File: src/rtl/index_sequencer.sv
// index_sequencer: job front end for the matrix coprocessor.
// Reads the config word, walks (row, col) indices and owns the memory port.
module index_sequencer #(
    parameter int cell_width      = 32,
    parameter int index_width     = 8,
    parameter int width           = 96,
    parameter int memory_size_log = 8
) (
    input  logic                       in_clk,
    input  logic                       in_reset,
    input  logic                       in_start,
    input  logic                       in_result_ready,
    input  logic                       in_request,
    input  logic [width-1:0]           in_mem_data,
    input  logic [memory_size_log-1:0] in_proc_mem_address,
    input  logic                       in_proc_mem_read_en,
    input  logic                       in_proc_mem_write_en,
    input  logic [width-1:0]           in_proc_mem_data,
    output logic [index_width-1:0]     out_row_index,
    output logic [index_width-1:0]     out_col_index,
    output logic                       out_index_ready,
    output logic [index_width-1:0]     out_mu,
    output logic [cell_width-1:0]      out_config,
    output logic                       out_grant,
    output logic [memory_size_log-1:0] out_mem_address,
    output logic                       out_mem_read_en,
    output logic                       out_mem_write_en,
    output logic [width-1:0]           out_mem_data,
    output logic [width-1:0]           out_proc_mem_data,
    output logic                       out_busy,
    output logic                       out_done
);

    typedef enum logic [2:0] {
        S_IDLE,
        S_CFG_RD,
        S_CFG_WAIT,
        S_ISSUE,
        S_RELEASE,
        S_DONE
    } state_t;

    state_t                 r_state;
    logic                   r_first;
    logic [cell_width-1:0]  r_config;
    logic [index_width-1:0] r_row;
    logic [index_width-1:0] r_col;
    logic                   r_index_ready;
    logic                   r_busy;
    logic                   r_done;

    logic [index_width-1:0] w_col_last;
    logic [index_width-1:0] w_row_last;
    logic                   w_empty;

    assign w_col_last = index_width'(r_config[15:8]) - index_width'(1);
    assign w_row_last = index_width'(r_config[7:0]) - index_width'(1);
    assign w_empty    = (in_mem_data[15:8] == 8'd0) || (in_mem_data[7:0] == 8'd0);

    always_ff @(posedge in_clk or negedge in_reset) begin
        if (!in_reset) begin
            r_state       <= S_IDLE;
            r_first       <= 1'b0;
            r_config      <= '0;
            r_row         <= '0;
            r_col         <= '0;
            r_index_ready <= 1'b0;
            r_busy        <= 1'b0;
            r_done        <= 1'b0;
        end else begin
            unique case (r_state)
                S_IDLE: begin
                    if (in_start) begin
                        r_state <= S_CFG_RD;
                        r_busy  <= 1'b1;
                    end
                end
                S_CFG_RD: r_state <= S_CFG_WAIT;
                S_CFG_WAIT: begin
                    r_config <= in_mem_data[cell_width-1:0];
                    r_row    <= '0;
                    r_col    <= '0;
                    if (w_empty) begin
                        r_state <= S_DONE;
                        r_done  <= 1'b1;
                    end else begin
                        r_state       <= S_ISSUE;
                        r_index_ready <= 1'b1;
                        r_first       <= 1'b1;
                    end
                end
                // first ISSUE cycle ignores result_ready left over from the last index
                S_ISSUE: begin
                    if (r_first) begin
                        r_first <= 1'b0;
                    end else if (in_result_ready) begin
                        r_state       <= S_RELEASE;
                        r_index_ready <= 1'b0;
                    end
                end
                S_RELEASE: begin
                    if (r_col == w_col_last && r_row == w_row_last) begin
                        r_state <= S_DONE;
                        r_done  <= 1'b1;
                    end else begin
                        if (r_col == w_col_last) begin
                            r_col <= '0;
                            r_row <= r_row + index_width'(1);
                        end else begin
                            r_col <= r_col + index_width'(1);
                        end
                        r_state       <= S_ISSUE;
                        r_index_ready <= 1'b1;
                        r_first       <= 1'b1;
                    end
                end
                S_DONE: begin
                    r_state <= S_IDLE;
                    r_done  <= 1'b0;
                    r_busy  <= 1'b0;
                end
                default: r_state <= S_IDLE;
            endcase
        end
    end

    always_comb begin
        out_mem_address  = '0;
        out_mem_read_en  = 1'b0;
        out_mem_write_en = 1'b0;
        out_mem_data     = '0;
        out_grant        = 1'b0;
        case (r_state)
            S_CFG_RD: out_mem_read_en = 1'b1;
            S_ISSUE: begin
                out_mem_address  = in_proc_mem_address;
                out_mem_read_en  = in_proc_mem_read_en;
                out_mem_write_en = in_proc_mem_write_en;
                out_mem_data     = in_proc_mem_data;
                out_grant        = in_request;
            end
            default: ;
        endcase
    end

    assign out_row_index     = r_row;
    assign out_col_index     = r_col;
    assign out_index_ready   = r_index_ready;
    assign out_mu            = index_width'(r_config[23:16]);
    assign out_config        = r_config;
    assign out_proc_mem_data = in_mem_data;
    assign out_busy          = r_busy;
    assign out_done          = r_done;

endmodule
File: config.mk
export PLATFORM = sky130hd
export DESIGN_NAME = index_sequencer
export DESIGN_NICKNAME = d
export VERILOG_FILES = /design/src/rtl/index_sequencer.sv
export SDC_FILE = /design/constraint.sdc
export NUM_CORES = 1
export LEC_CHECK = 0
export CAP_MARGIN = 10
export CORE_AREA = 2 2 181 183
export DETAILED_ROUTE_END_ITERATION = 6
export DIE_AREA = 0 0 183 185
export PLACE_DENSITY_LB_ADDON = 0.12
export RECOVER_POWER = 100
export SYNTH_ARGS = -nofsm -noshare
export SYNTH_HDL_FRONTEND = slang
export SYNTH_SLANG_ARGS = --single-unit
export TNS_END_PERCENT = 10
File: constraint.sdc
create_clock -name in_clk -period 3 [get_ports in_clk]
set_input_delay 0.9 -clock in_clk [delete_from_list [all_inputs] [get_ports in_clk]]
set_output_delay 0.9 -clock in_clk [all_outputs]
set_load 0.01 [all_outputs]
==> results_dict.tcl <==
set metrics [dict create \
    status "finished, final reports clean" \
    synth.distinct_cells 59 \
    via_per_inst 3.95 \
    grt_pass1_vias 4900 \
    timing.slew.headroom_pct 10.5 \
    ys_ff_latch 55 \
    grt_use_met3_pct 2.38 \
    cp-end-kind "primary output" \
    r2r_start "out_config[9]" \
    area_delta_synth_final_pct 73.7 \
    hold_start "out_config[27]" \
    comb_power_share_pct 68.1 \
    preCtsSetupSlack_ns -0.0784 \
    timing.final.ws_setup_ns 0.0268 \
    drv_cap 0 \
    layout-drive-gt1-share_pct 6.93 \
    cts_tree "done" \
    synth_nets 804 \
    cts_htree_levels 2 \
    drv_slew 0 \
    grt_max_degree 60 \
    cts_root_buf "clkbuf_16" \
    period_needed_ns 2.97 \
    ant_nets 0 \
    insertion_delay_ns 0.30 \
    setup_viol 0 \
    finalHoldViolations 0 \
    wl_per_cell_um 17.4 \
    initial_core_util_pct 14.6 \
    overflow 0 \
    regToRegSetupSlack_ns 0.21 \
    drtPass1Iterations 4 \
    rsz0062_at_grt "false" \
    synthCells 593 \
    nNetsFinal 1047 \
    slowest_stage "clkdlybuf4s50_1" \
    critPathMostFrequentCell "clkdlybuf4s50_1" \
    worstHoldPathType "reg -> reg" \
    fin_crit_sh_pct 99.1 \
    p_leak_nw 3.74 \
    wl_mm 21.7 \
    cp-start-kind "input pin" \
    min_to "out_config[27]" \
    finClkSkew_ns 0.00822 \
    clock_path_buffers 2 \
    core_area_um2 32000 \
    tightest_slew_ns 1.34 \
    syn-cell-area_um2 4660 \
    die_w_um 183 \
    cp_max_fo 1 \
    via_count 4916 \
    hpwl_mm 17.0 \
    synthFlopType "dfrtp_1" \
    rows 66 \
    dp_cells 1234 \
    grt_use_met1_pct 14.9 \
    power_per_cell_area_nw_per_um2 809 \
    ys_warn_count 0 \
    grtUsageMet2_pct 20.4 \
    sw_frac_of_total_pct 42.9 \
    cp.required_ns 2.10 \
    async_reset_ff_share_pct 100 \
    postCtsHoldBufs 0 \
    cts.sinks 55 \
    cp_cell_sequence "clkdlybuf4s50_1 > and3_1 > clkdlybuf4s50_1" \
    p_seq_share_pct 20.2 \
    route.detailed.drc 0 \
    reg2regPathDepth 10 \
    cp.arrival_ns 2.07 \
    design_power_total_mw 6.55 \
    fmax_ghz 0.336 \
    crit_start "in_proc_mem_data[89]" \
    drt_iter0_drc 274 \
    grt-busiest-layer "met2" \
    synth-edff-count 0 \
    grt_use_total_pct 11.8 \
    power.internal_mw 3.74 \
    peakVddDrop_v 0.000310 \
    io_pins 469 \
    whs_path_depth 2 \
    clkPwrFrac_pct 11.8 \
    grt_pass1_wl_mm 30.9 \
    place.gp.congestion 0.749 \
    max_stage_delay_ns 0.54 \
    p_sw_mw 2.81 \
    die_h_um 185 \
    port_buffers 340 \
    cts_buffers 5 \
    instances_no_fill 1246 \
    antenna_found_initial 0 \
    die-area_um2 33900 \
    avgSynthCellArea_um2 7.86 \
    ys_seq_area_share_pct 29.5 \
    clk_pin_slew_ns 0.07 \
    r2r_end "out_row_index[1]" \
    criticalPathCategory "in -> out" \
    whs_ns 0.470 \
]
## power by group through the flow
stage | clock network (mW) | registers (mW) | logic (mW)
after CTS | 0.808 | 1.35 | 4.65
after global routing | 0.834 | 1.38 | 4.85
after detailed placement | 0 | 1.36 | 4.65
after global placement | 0 | 1.35 | 4.71
after floorplan | 0 | 1.39 | 2.18
final | 0.771 | 1.32 | 4.46
## worst max-delay path: cells and delay by family
kind / cells / cell delay, ns
buf+inv: 2 / 1.02
simple gates: 1 / 0.15
## area by class of cell
cell class	count	area, µm²
diodes	1	2.50
flip-flops and latches	55	1380
inverters	10	37.5
clock buffers	6	129
clock inverters	2	60.1
fillers	3496	23900
well taps	408	510
multi-input cells	386	2270
repair buffers	378	3700
## cell usage after synthesis (8+ instances only)
cell      instances  area (µm²)
nor2_1           24        90.1
xor2_1           10        87.6
xnor2_1          11        96.3
clkbuf_1         31         116
nand3_1          12        60.1
a21oi_1          11        55.1
and3_1          110         688
nor3_1            8        40.0
nand2_1         109         409
o21ai_0          16        80.1
dfrtp_1          55        1380
buf_4           104         781
inv_1            10        37.5
## timing repair
| item | 4_1_cts | 5_1_grt |
|---|---|---|
| pin swaps | 0 | 1 |
| endpoints found under the setup margin | 9 | 61 |
| gates resized for setup | 9 | 14 |
| setup buffers | 0 | 2 |
| gates cloned | 0 | 1 |
## layer usage
layer	vias up	wire, µm
met5	-	0
li1	2403	-
met2	129	11300
met4	0	386
met3	48	1250
met1	2336	8790
## placed cells by master, fill, tap and decap left out, drive strengths merged, types with 2 or more instances in the layout
| cell | n |
|---|---|
| clkdlybuf4s50 | 221 |
| and3 | 110 |
| nand2 | 109 |
| dlygate4sd3 | 96 |
| dfrtp | 55 |
| buf | 34 |
| nor2 | 24 |
| o21ai | 17 |
| clkbuf | 17 |
| nand3 | 12 |
| a21oi | 11 |
| xnor2 | 11 |
| inv | 10 |
| xor2 | 10 |
| dlygate4sd2 | 9 |
| nor3 | 9 |
| clkdlybuf4s25 | 7 |
| nand2b | 6 |
| nand4 | 5 |
| nor2b | 5 |
| ha | 4 |
| a31o | 4 |
| nor4 | 4 |
| o21bai | 3 |
| a211oi | 3 |
| mux2i | 3 |
| o2111ai | 3 |
| or3 | 3 |
| a31oi | 2 |
| or4 | 2 |
| nor4b | 2 |
| a21o | 2 |
| bufinv | 2 |
## state kept, by name (all words and copies together), names as in the netlist
signal and flops:
out_config 32, r_first 1, out_done 1, r_state 3, out_index_ready 1, out_busy 1
out_col_index 8, out_row_index 8
## worst max-delay path by stage
stage,to,slack (ns)
2_1_floorplan,out_row_index[1],0.31
3_3_place_gp,out_mem_address[7],-0.09
3_5_place_dp,out_mem_address[7],-0.08
4_1_cts,out_mem_data[22],0.0005
5_1_grt,out_mem_data[92],0.001
6_report,out_mem_data[89],0.03
## per-stage QoR
stage	utilization, %	cell area [µm²]	TNS (ns)
2_1_floorplan	-	4660	0
3_3_place_gp	24.9	7990	-0.473
3_5_place_dp	24.9	7990	-0.324
4_1_cts	25.5	8170	0
5_1_grt	25.3	8090	0
6_report	25.3	8100	0
## cell families after synthesis
kind of cell | synth area share (%)
simple gates | 34.6
buf+inv | 21.2
compound gates | 8.56
flops | 29.5
xor+xnor | 4.43
fa+ha+maj | 1.07
mux | 0.644
Power figures use the tool's default switching activity.
